`src/rtl/fir_pkg.sv`:
```
// Shared FIR filter definitions: sample width, tap count and delay-line sequencer states.
// Also used by the MAC datapath and the coefficient ROM.
package fir_pkg;

    localparam int SAMPLE_W = 8;
    localparam int TAPS     = 32;
    localparam int ADDR_W   = $clog2(TAPS);

    typedef enum logic [1:0] {
        IDLE  = 2'd0,
        READ  = 2'd1,
        DRAIN = 2'd2,
        CLEAR = 2'd3
    } fir_state_e;

endpackage

```
`src/rtl/fir_delay_line_ctrl.sv`:
```
// Circular-buffer write/read sequencer for the FIR sample delay line (external dual-port RAM).
// Optional FIR_DELAY_LINE_ZERO_INIT_EN: zero-fill the RAM after reset for a zero-history start.
module fir_delay_line_ctrl
    import fir_pkg::*;
#(
    parameter int N = SAMPLE_W,
    parameter int M = TAPS
) (
    input  logic                 clk,
    input  logic                 rst_n,
    input  logic                 in_valid,
    output logic                 in_ready,
    input  logic [N-1:0]         in_sample,
    output logic                 ram_we,
    output logic [$clog2(M)-1:0] ram_wr_addr,
    output logic [N-1:0]         ram_wr_din,
    output logic [$clog2(M)-1:0] ram_rd_addr,
    input  logic [N-1:0]         ram_rd_dout,
    output logic                 tap_valid,
    output logic [N-1:0]         tap_data,
    output logic [$clog2(M)-1:0] tap_idx,
    output logic                 tap_first,
    output logic                 tap_last
);

    localparam int AW = $clog2(M);
    localparam logic [AW-1:0] K_ZERO = {AW{1'b0}};
    localparam logic [AW-1:0] K_ONE  = AW'(1);
    localparam logic [AW-1:0] K_LAST = AW'(M - 1);

`ifdef FIR_DELAY_LINE_ZERO_INIT_EN
    localparam fir_state_e RESET_STATE = CLEAR;
`else
    localparam fir_state_e RESET_STATE = IDLE;
`endif

    fir_state_e     state_r;
    logic [AW-1:0]  wp_r;
    logic [AW-1:0]  base_r;
    logic [AW-1:0]  k_r;
    logic           tap_valid_r;
    logic           tap_first_r;
    logic           tap_last_r;
    logic [AW-1:0]  tap_idx_r;
    logic           accept_s;
    logic           rd_issue_s;

    assign in_ready   = (state_r == IDLE);
    assign accept_s   = in_valid && in_ready;
    assign rd_issue_s = (state_r == READ);

    // RAM port drive: the sample write happens in the handshake cycle itself
    always_comb begin
        ram_we      = 1'b0;
        ram_wr_addr = wp_r;
        ram_wr_din  = in_sample;
        ram_rd_addr = K_ZERO;
        case (state_r)
            IDLE: begin
                if (accept_s) begin
                    ram_we = 1'b1;
                end else begin
                    ram_we = 1'b0;
                end
            end
            READ: begin
                // newest first: walk backwards from the just-written slot, wrapping mod M
                ram_rd_addr = base_r - k_r;
            end
`ifdef FIR_DELAY_LINE_ZERO_INIT_EN
            CLEAR: begin
                ram_we      = 1'b1;
                ram_wr_addr = k_r;
                ram_wr_din  = {N{1'b0}};
            end
`endif
            default: begin
                ram_we = 1'b0;
            end
        endcase
    end

    // Sequencer FSM: write pointer, read base and tap counter
    always_ff @(posedge clk or negedge rst_n) begin
        if (!rst_n) begin
            state_r <= RESET_STATE;
            wp_r    <= K_ZERO;
            base_r  <= K_ZERO;
            k_r     <= K_ZERO;
        end else begin
            case (state_r)
                IDLE: begin
                    if (accept_s) begin
                        base_r  <= wp_r;
                        wp_r    <= wp_r + K_ONE;
                        k_r     <= K_ZERO;
                        state_r <= READ;
                    end else begin
                        state_r <= IDLE;
                    end
                end
                READ: begin
                    if (k_r == K_LAST) begin
                        k_r     <= K_ZERO;
                        state_r <= DRAIN;
                    end else begin
                        k_r     <= k_r + K_ONE;
                    end
                end
                DRAIN: begin
                    state_r <= IDLE;
                end
                CLEAR: begin
`ifdef FIR_DELAY_LINE_ZERO_INIT_EN
                    if (k_r == K_LAST) begin
                        k_r     <= K_ZERO;
                        state_r <= IDLE;
                    end else begin
                        k_r     <= k_r + K_ONE;
                    end
`else
                    k_r     <= K_ZERO;
                    state_r <= IDLE;
`endif
                end
                default: begin
                    k_r     <= K_ZERO;
                    state_r <= IDLE;
                end
            endcase
        end
    end

    // Tap sideband delayed one cycle to line up with the registered RAM read data
    always_ff @(posedge clk or negedge rst_n) begin
        if (!rst_n) begin
            tap_valid_r <= 1'b0;
            tap_first_r <= 1'b0;
            tap_last_r  <= 1'b0;
            tap_idx_r   <= K_ZERO;
        end else begin
            tap_valid_r <= rd_issue_s;
            tap_first_r <= rd_issue_s && (k_r == K_ZERO);
            tap_last_r  <= rd_issue_s && (k_r == K_LAST);
            tap_idx_r   <= rd_issue_s ? k_r : K_ZERO;
        end
    end

    assign tap_valid = tap_valid_r;
    assign tap_first = tap_first_r;
    assign tap_last  = tap_last_r;
    assign tap_idx   = tap_idx_r;
    assign tap_data  = ram_rd_dout;

endmodule
```
`config.mk`:
```
export PLATFORM = sky130hd
export DESIGN_NAME = fir_delay_line_ctrl
export DESIGN_NICKNAME = d
export VERILOG_FILES = /design/src/rtl/fir_pkg.sv /design/src/rtl/fir_delay_line_ctrl.sv
export SDC_FILE = /design/constraint.sdc
export NUM_CORES = 1
export LEC_CHECK = 0
export CAP_MARGIN = 20
export CORE_MARGIN = 1
export CORE_UTILIZATION = 42
export DETAILED_ROUTE_END_ITERATION = 8
export GPL_TIMING_DRIVEN = 0
export PLACE_DENSITY = 0.79
export SLEW_MARGIN = 20
export SYNTH_ARGS = -nofsm -noshare
export SYNTH_HDL_FRONTEND = slang
export SYNTH_SLANG_ARGS = --single-unit
```
`constraint.sdc`:
```
create_clock -name clk -period 2.47 [get_ports clk]
set_input_delay 0.494 -clock clk [delete_from_list [all_inputs] [get_ports clk]]
set_output_delay 0.494 -clock clk [all_outputs]
set_load 0.01 [all_outputs]
```
==> results_dict.tcl, run 1 <==
set metrics [dict create \
    dr_wl_met3_um 127 \
    io_buffer_count 38 \
    finClkSkew_ns 0.0116 \
    dieArea_um2 3350 \
    start_util 0.459 \
    p_leak_nw 0.870 \
    cts_tree "done" \
    drv_slew 0 \
    mostFrequentLayoutCells "clkdlybuf4s50_1, dfrtp_1, buf_4" \
    overflow 0 \
    cp.required_ns 1.98 \
    clock.fmax_mhz 389 \
    layout_commonest_cell "clkdlybuf4s50_1" \
    regArea_um2 626 \
    drt.antenna.violating_nets 0 \
    synth_cell_type_count 27 \
    drive_gt1_frac 0.260 \
    synth_area_um2 1310 \
    cp-end-kind "output pin" \
    cts-htree-levels 1 \
    place.gp.congestion 0.783 \
    syn_to_final_growth_pct 40.0 \
    synth_ff_type "dfrtp_1" \
    finalSetupViolations 1 \
    clock_latency_ns 0.33 \
    outcome "finished, violations left" \
    cp_max_fo 3 \
    avgViaCountPerCell 4.96 \
    finalNetCount 198 \
    core_area_um2 2850 \
    wl_per_cell_um 13.0 \
    timing.slew.headroom 0.634 \
    async_flop_share 1.00 \
    grt_first_pass_wirelength_um 4350 \
    nFillCells 220 \
    start_kind "flip-flop" \
    top_layer "met4" \
    drc 3 \
    period_share 1.04 \
    antenna_found_initial 0 \
    worst_slew_pin_slew_ns 0.548 \
    met2_length_um 1260 \
    routed_wl_um 2600 \
    vias 991 \
    synth_cells 121 \
    fin_area_um2 1830 \
    violations "design-rule violations, negative setup slack" \
    cap_violations 0 \
    grt_max_degree 26 \
    crit_type "flip-flop to output pin" \
    ys_ff_latch 25 \
    finalHoldViolCount 0 \
    worstRegToRegCells 7 \
    syn_avg_cell_area_um2 10.8 \
    ys_seq_area_frac 0.478 \
    rsz0062_at_grt "true" \
    drt-pass1-iter-count 5 \
    synth_fp_nets 149 \
    clock-sinks 25 \
    hpwl_um 1970 \
    grt_usage 0.176 \
    ctsLongestPathBuffers 2 \
    row_count 19 \
    wl_met1_um 1130 \
    drt_iter0_drc 10 \
    ir_drop_mv 0.515 \
    ys_warn_count 0 \
    power_density_nw_per_um2 1220 \
    die-width_um 57.9 \
    diodes 0 \
    min_period_ns 2.57 \
    worstPathArrival_ns 2.07 \
    multi_input_area_um2 548 \
    finalWorstSetupSlack_ns -0.0978 \
    hold_slack_ns 0.126 \
    cts_root_buffer "clkbuf_4" \
    path_clk_slew_ns 0.14 \
    min_path_type "primary input to async pin" \
    io_pins 55 \
    placed_cell_area_um2 1730 \
    synth_edf_count 0 \
    grt_pass1_vias 1000 \
    die_height_um 57.9 \
    cts_buffers 3 \
]
## layer usage
metal  GRT usage  up-vias
met1       0.214      459
met5           0        -
met3      0.0268        7
met4       0.116        0
li1            -      479
met2       0.291       46
## state kept, by name, indices dropped and copies added (netlist names)
signal       cells
k_r              5
state_r          2
tap_valid        1
base_r           5
tap_last         1
tap_idx          5
tap_first        1
ram_wr_addr      5
## critical path, cell delays in order, from the launching register on
cell,delay [ns]
dfrtp_1,0.42
ha_2,0.19
fa_2,0.35
nand2b_4,0.18
a2111oi_4,0.30
o21bai_1,0.15
buf_2,0.15
## power breakdown
| part | total [mW] | switching [mW] | leakage (nW) | internal [mW] |
|---|---|---|---|---|
| Combinational | 1.36 | 0.634 | 0.542 | 0.726 |
| Clock | 0.185 | 0.123 | 0.0139 | 0.0621 |
| Sequential | 0.694 | 0.126 | 0.314 | 0.568 |
## stage by stage
step | util | setup TNS (ns) | setup WS [ns] | instances | power, mW
floorplan | - | 0 | 0.342 | 121 | 1.39
global placement | 0.606 | -0.343 | -0.243 | 190 | 1.92
detailed placement | 0.606 | -0.508 | -0.418 | 190 | 1.98
CTS | 0.642 | -0.0930 | -0.0930 | 199 | 2.24
global route | 0.643 | -0.197 | -0.197 | 200 | 2.41
finish | 0.643 | -0.0978 | -0.0978 | 200 | 2.24
## final cells by class
type	count	area share
sequential	25	0.341
multi-input combinational	68	0.299
timing repair buffer	44	0.224
inverter	9	0.0184
buffer	19	0.0798
tap	31	0.0211
clock inverter	1	0.00409
clock buffer	3	0.0123
## kinds of logic after synthesis
| family | count (synthesis) | share of synthesized area |
|---|---|---|
| mux | 6 | 0.0506 |
| simple gates | 32 | 0.127 |
| flops | 25 | 0.478 |
| compound gates | 14 | 0.0688 |
| buf+inv | 28 | 0.138 |
| fa+ha+maj | 9 | 0.0917 |
| xor+xnor | 7 | 0.0468 |
## final timing paths
kind | startpoint | endpoint | slack [ns]
min in group clk | ram_wr_addr[4]$_DFFE_PN0P_ | ram_wr_addr[4]$_DFFE_PN0P_ | 0.51
min reg2reg | ram_wr_addr[4]$_DFFE_PN0P_ | ram_wr_addr[4]$_DFFE_PN0P_ | 0.51
min | rst_n | tap_idx[3]$_DFF_PN0_ | 0.13
max reg2reg | k_r[0]$_DFFE_PN0P_ | k_r[0]$_DFFE_PN0P_ | 0.71
max | k_r[0]$_DFFE_PN0P_ | ram_rd_addr[4] | -0.1
max in group asynchronous | rst_n | base_r[0]$_DFFE_PN0P_ | 1.97
## repair_timing
item                                    CTS  global route
setup buffers                             5             1
cloned                                    0             0
hold buffers                              0             0
resized for setup                        16             0
endpoints found under the setup margin    5             1
## synthesized netlist by cell type, types with 2 or more instances
library cell / n / area share
a21oi_1: 4 / 0.015
a22o_1: 3 / 0.020
and2_1: 3 / 0.014
buf_4: 18 / 0.10
dfrtp_1: 25 / 0.48
ha_1: 8 / 0.076
inv_1: 8 / 0.023
mux2_2: 5 / 0.043
nand2_1: 8 / 0.023
nand2b_1: 3 / 0.014
nand4_1: 2 / 0.0095
nor2_1: 11 / 0.032
o21ai_0: 4 / 0.015
xnor2_1: 5 / 0.033
xor2_1: 2 / 0.013
Note: power is estimated with default switching activity, not from simulation.
==> inputs of run 2 (changes only) <==
--- a/config.mk
+++ b/config.mk
@@ -11,6 +11,7 @@
 export DETAILED_ROUTE_END_ITERATION = 8
 export GPL_TIMING_DRIVEN = 0
 export PLACE_DENSITY = 0.79
+export SKIP_CTS_REPAIR_TIMING = 1
 export SLEW_MARGIN = 20
 export SYNTH_ARGS = -nofsm -noshare
 export SYNTH_HDL_FRONTEND = slang
==> run 2 against run 1 <==
Against the previous run: the run still ends with design-rule violations, negative setup slack left; sequential cell count did not move; sequential power up 0.6%; via count shrank 1.0%; die area did not move; worst setup slack worse by 0.0023 ns; core utilization is 0.22 points higher.
==> results_dict.tcl, run 2 (synthesized netlist as in run 1, its figures left out) <==
set metrics [dict create \
    outcome "finished, violations left" \
    violations "design-rule violations, negative setup slack" \
    finalSetupViolations 1 \
    die-width_um 57.9 \
    finClkSkew_ns 0.0116 \
    layout_commonest_cell "clkdlybuf4s50_1" \
    clock_latency_ns 0.33 \
    core_area_um2 2850 \
    min_period_ns 2.57 \
    cp.required_ns 1.98 \
    path_clk_slew_ns 0.14 \
    grt_max_degree 26 \
    io_buffer_count 38 \
    fin_area_um2 1840 \
    drv_slew 0 \
    hold_slack_ns 0.127 \
    placed_cell_area_um2 1730 \
    antenna_found_initial 0 \
    clock.fmax_mhz 389 \
    hpwl_um 1970 \
    place.gp.congestion 0.783 \
    die_height_um 57.9 \
    wl_per_cell_um 12.8 \
    drt.antenna.violating_nets 0 \
    drt_iter0_drc 18 \
    timing.rr.start "k_r[0]$_DFFE_PN0P_" \
    overflow 0 \
    drc 3 \
    worstRegToRegCells 6 \
    cts_tree "done" \
    rrSetupSlack_ns 0.84 \
    avgViaCountPerCell 4.88 \
    worstPathArrival_ns 2.08 \
    power_density_nw_per_um2 1220 \
    cts_root_buffer "clkbuf_4" \
    grt_first_pass_wirelength_um 4170 \
    p_leak_nw 0.901 \
    io_pins 55 \
    drt-pass1-iter-count 6 \
    syn_to_final_growth_pct 40.5 \
    diodes 0 \
    reg2reg_to "k_r[0]$_DFFE_PN0P_" \
    ir_drop_mv 0.549 \
    crit_type "flip-flop to output pin" \
    row_count 19 \
    cap_violations 0 \
    rsz0062_at_grt "true" \
    dieArea_um2 3350 \
    min_path_type "primary input to async pin" \
    drive_gt1_frac 0.259 \
    clock-sinks 25 \
    routed_wl_um 2580 \
    timing.slew.headroom 0.636 \
    worst_slew_pin_slew_ns 0.546 \
    cp-end-kind "output pin" \
    finalWorstSetupSlack_ns -0.100 \
    finalHoldViolCount 0 \
    mostFrequentLayoutCells "clkdlybuf4s50_1, buf_4, dfrtp_1" \
    start_kind "flip-flop" \
    ctsLongestPathBuffers 2 \
    period_share 1.04 \
    grt_usage 0.168 \
    start_util 0.459 \
    finalNetCount 199 \
    cp_max_fo 3 \
    cts-htree-levels 1 \
    vias 981 \
    grt_pass1_vias 956 \
    cts_buffers 3 \
]
==> run 2: layer usage <==
layer,GRT usage,share of wire,up-vias
met2,0.273,0.48,44
li1,-,-,482
met3,0.0223,0.051,5
met5,0,0,-
met4,0.102,0.026,0
met1,0.212,0.44,450
==> run 2: worst max path at each step <==
stage | startpoint | to
global route | k_r[0]$_DFFE_PN0P_ | ram_rd_addr[4]
floorplan | k_r[0]$_DFFE_PN0P_ | ram_rd_addr[4]
CTS | k_r[0]$_DFFE_PN0P_ | ram_rd_addr[4]
finish | k_r[0]$_DFFE_PN0P_ | ram_rd_addr[4]
global placement | k_r[0]$_DFFE_PN0P_ | ram_rd_addr[4]
detailed placement | k_r[0]$_DFFE_PN0P_ | ram_rd_addr[4]
==> run 2: critical path, cell delays in order (launching register included) <==
cell	delay (ns)
dfrtp_1	0.41
ha_1	0.21
fa_2	0.36
nand2b_4	0.18
a2111oi_4	0.29
o21bai_1	0.15
buf_2	0.15
==> run 2: power breakdown <==
group / internal [mW] / leakage, nW / total, mW / switching [mW]
combinational: 0.740 / 0.573 / 1.36 / 0.621
clock: 0.0620 / 0.0139 / 0.184 / 0.122
sequential: 0.568 / 0.314 / 0.698 / 0.130
==> run 2: stage by stage <==
step | TNS, ns | cells | total power, mW | setup slack [ns] | utilization
finish | -0.100 | 201 | 2.24 | -0.100 | 0.645
global route | -0.222 | 201 | 2.41 | -0.222 | 0.645
CTS | -1.62 | 194 | 2.17 | -0.828 | 0.617
detailed placement | -0.508 | 190 | 1.98 | -0.418 | 0.606
global placement | -0.343 | 190 | 1.92 | -0.243 | 0.606
floorplan | 0 | 121 | 1.39 | 0.342 | -
==> run 2: cell type report <==
| type | count | area (um^2) |
|---|---|---|
| Tap cell | 31 | 38.8 |
| Clock inverter | 1 | 7.51 |
| Buffer | 19 | 146 |
| Timing Repair Buffer | 45 | 430 |
| Inverter | 9 | 33.8 |
| Multi-Input combinational cell | 68 | 536 |
| Fill cell | 210 | 1010 |
| Sequential cell | 25 | 626 |
| Clock buffer | 3 | 22.5 |
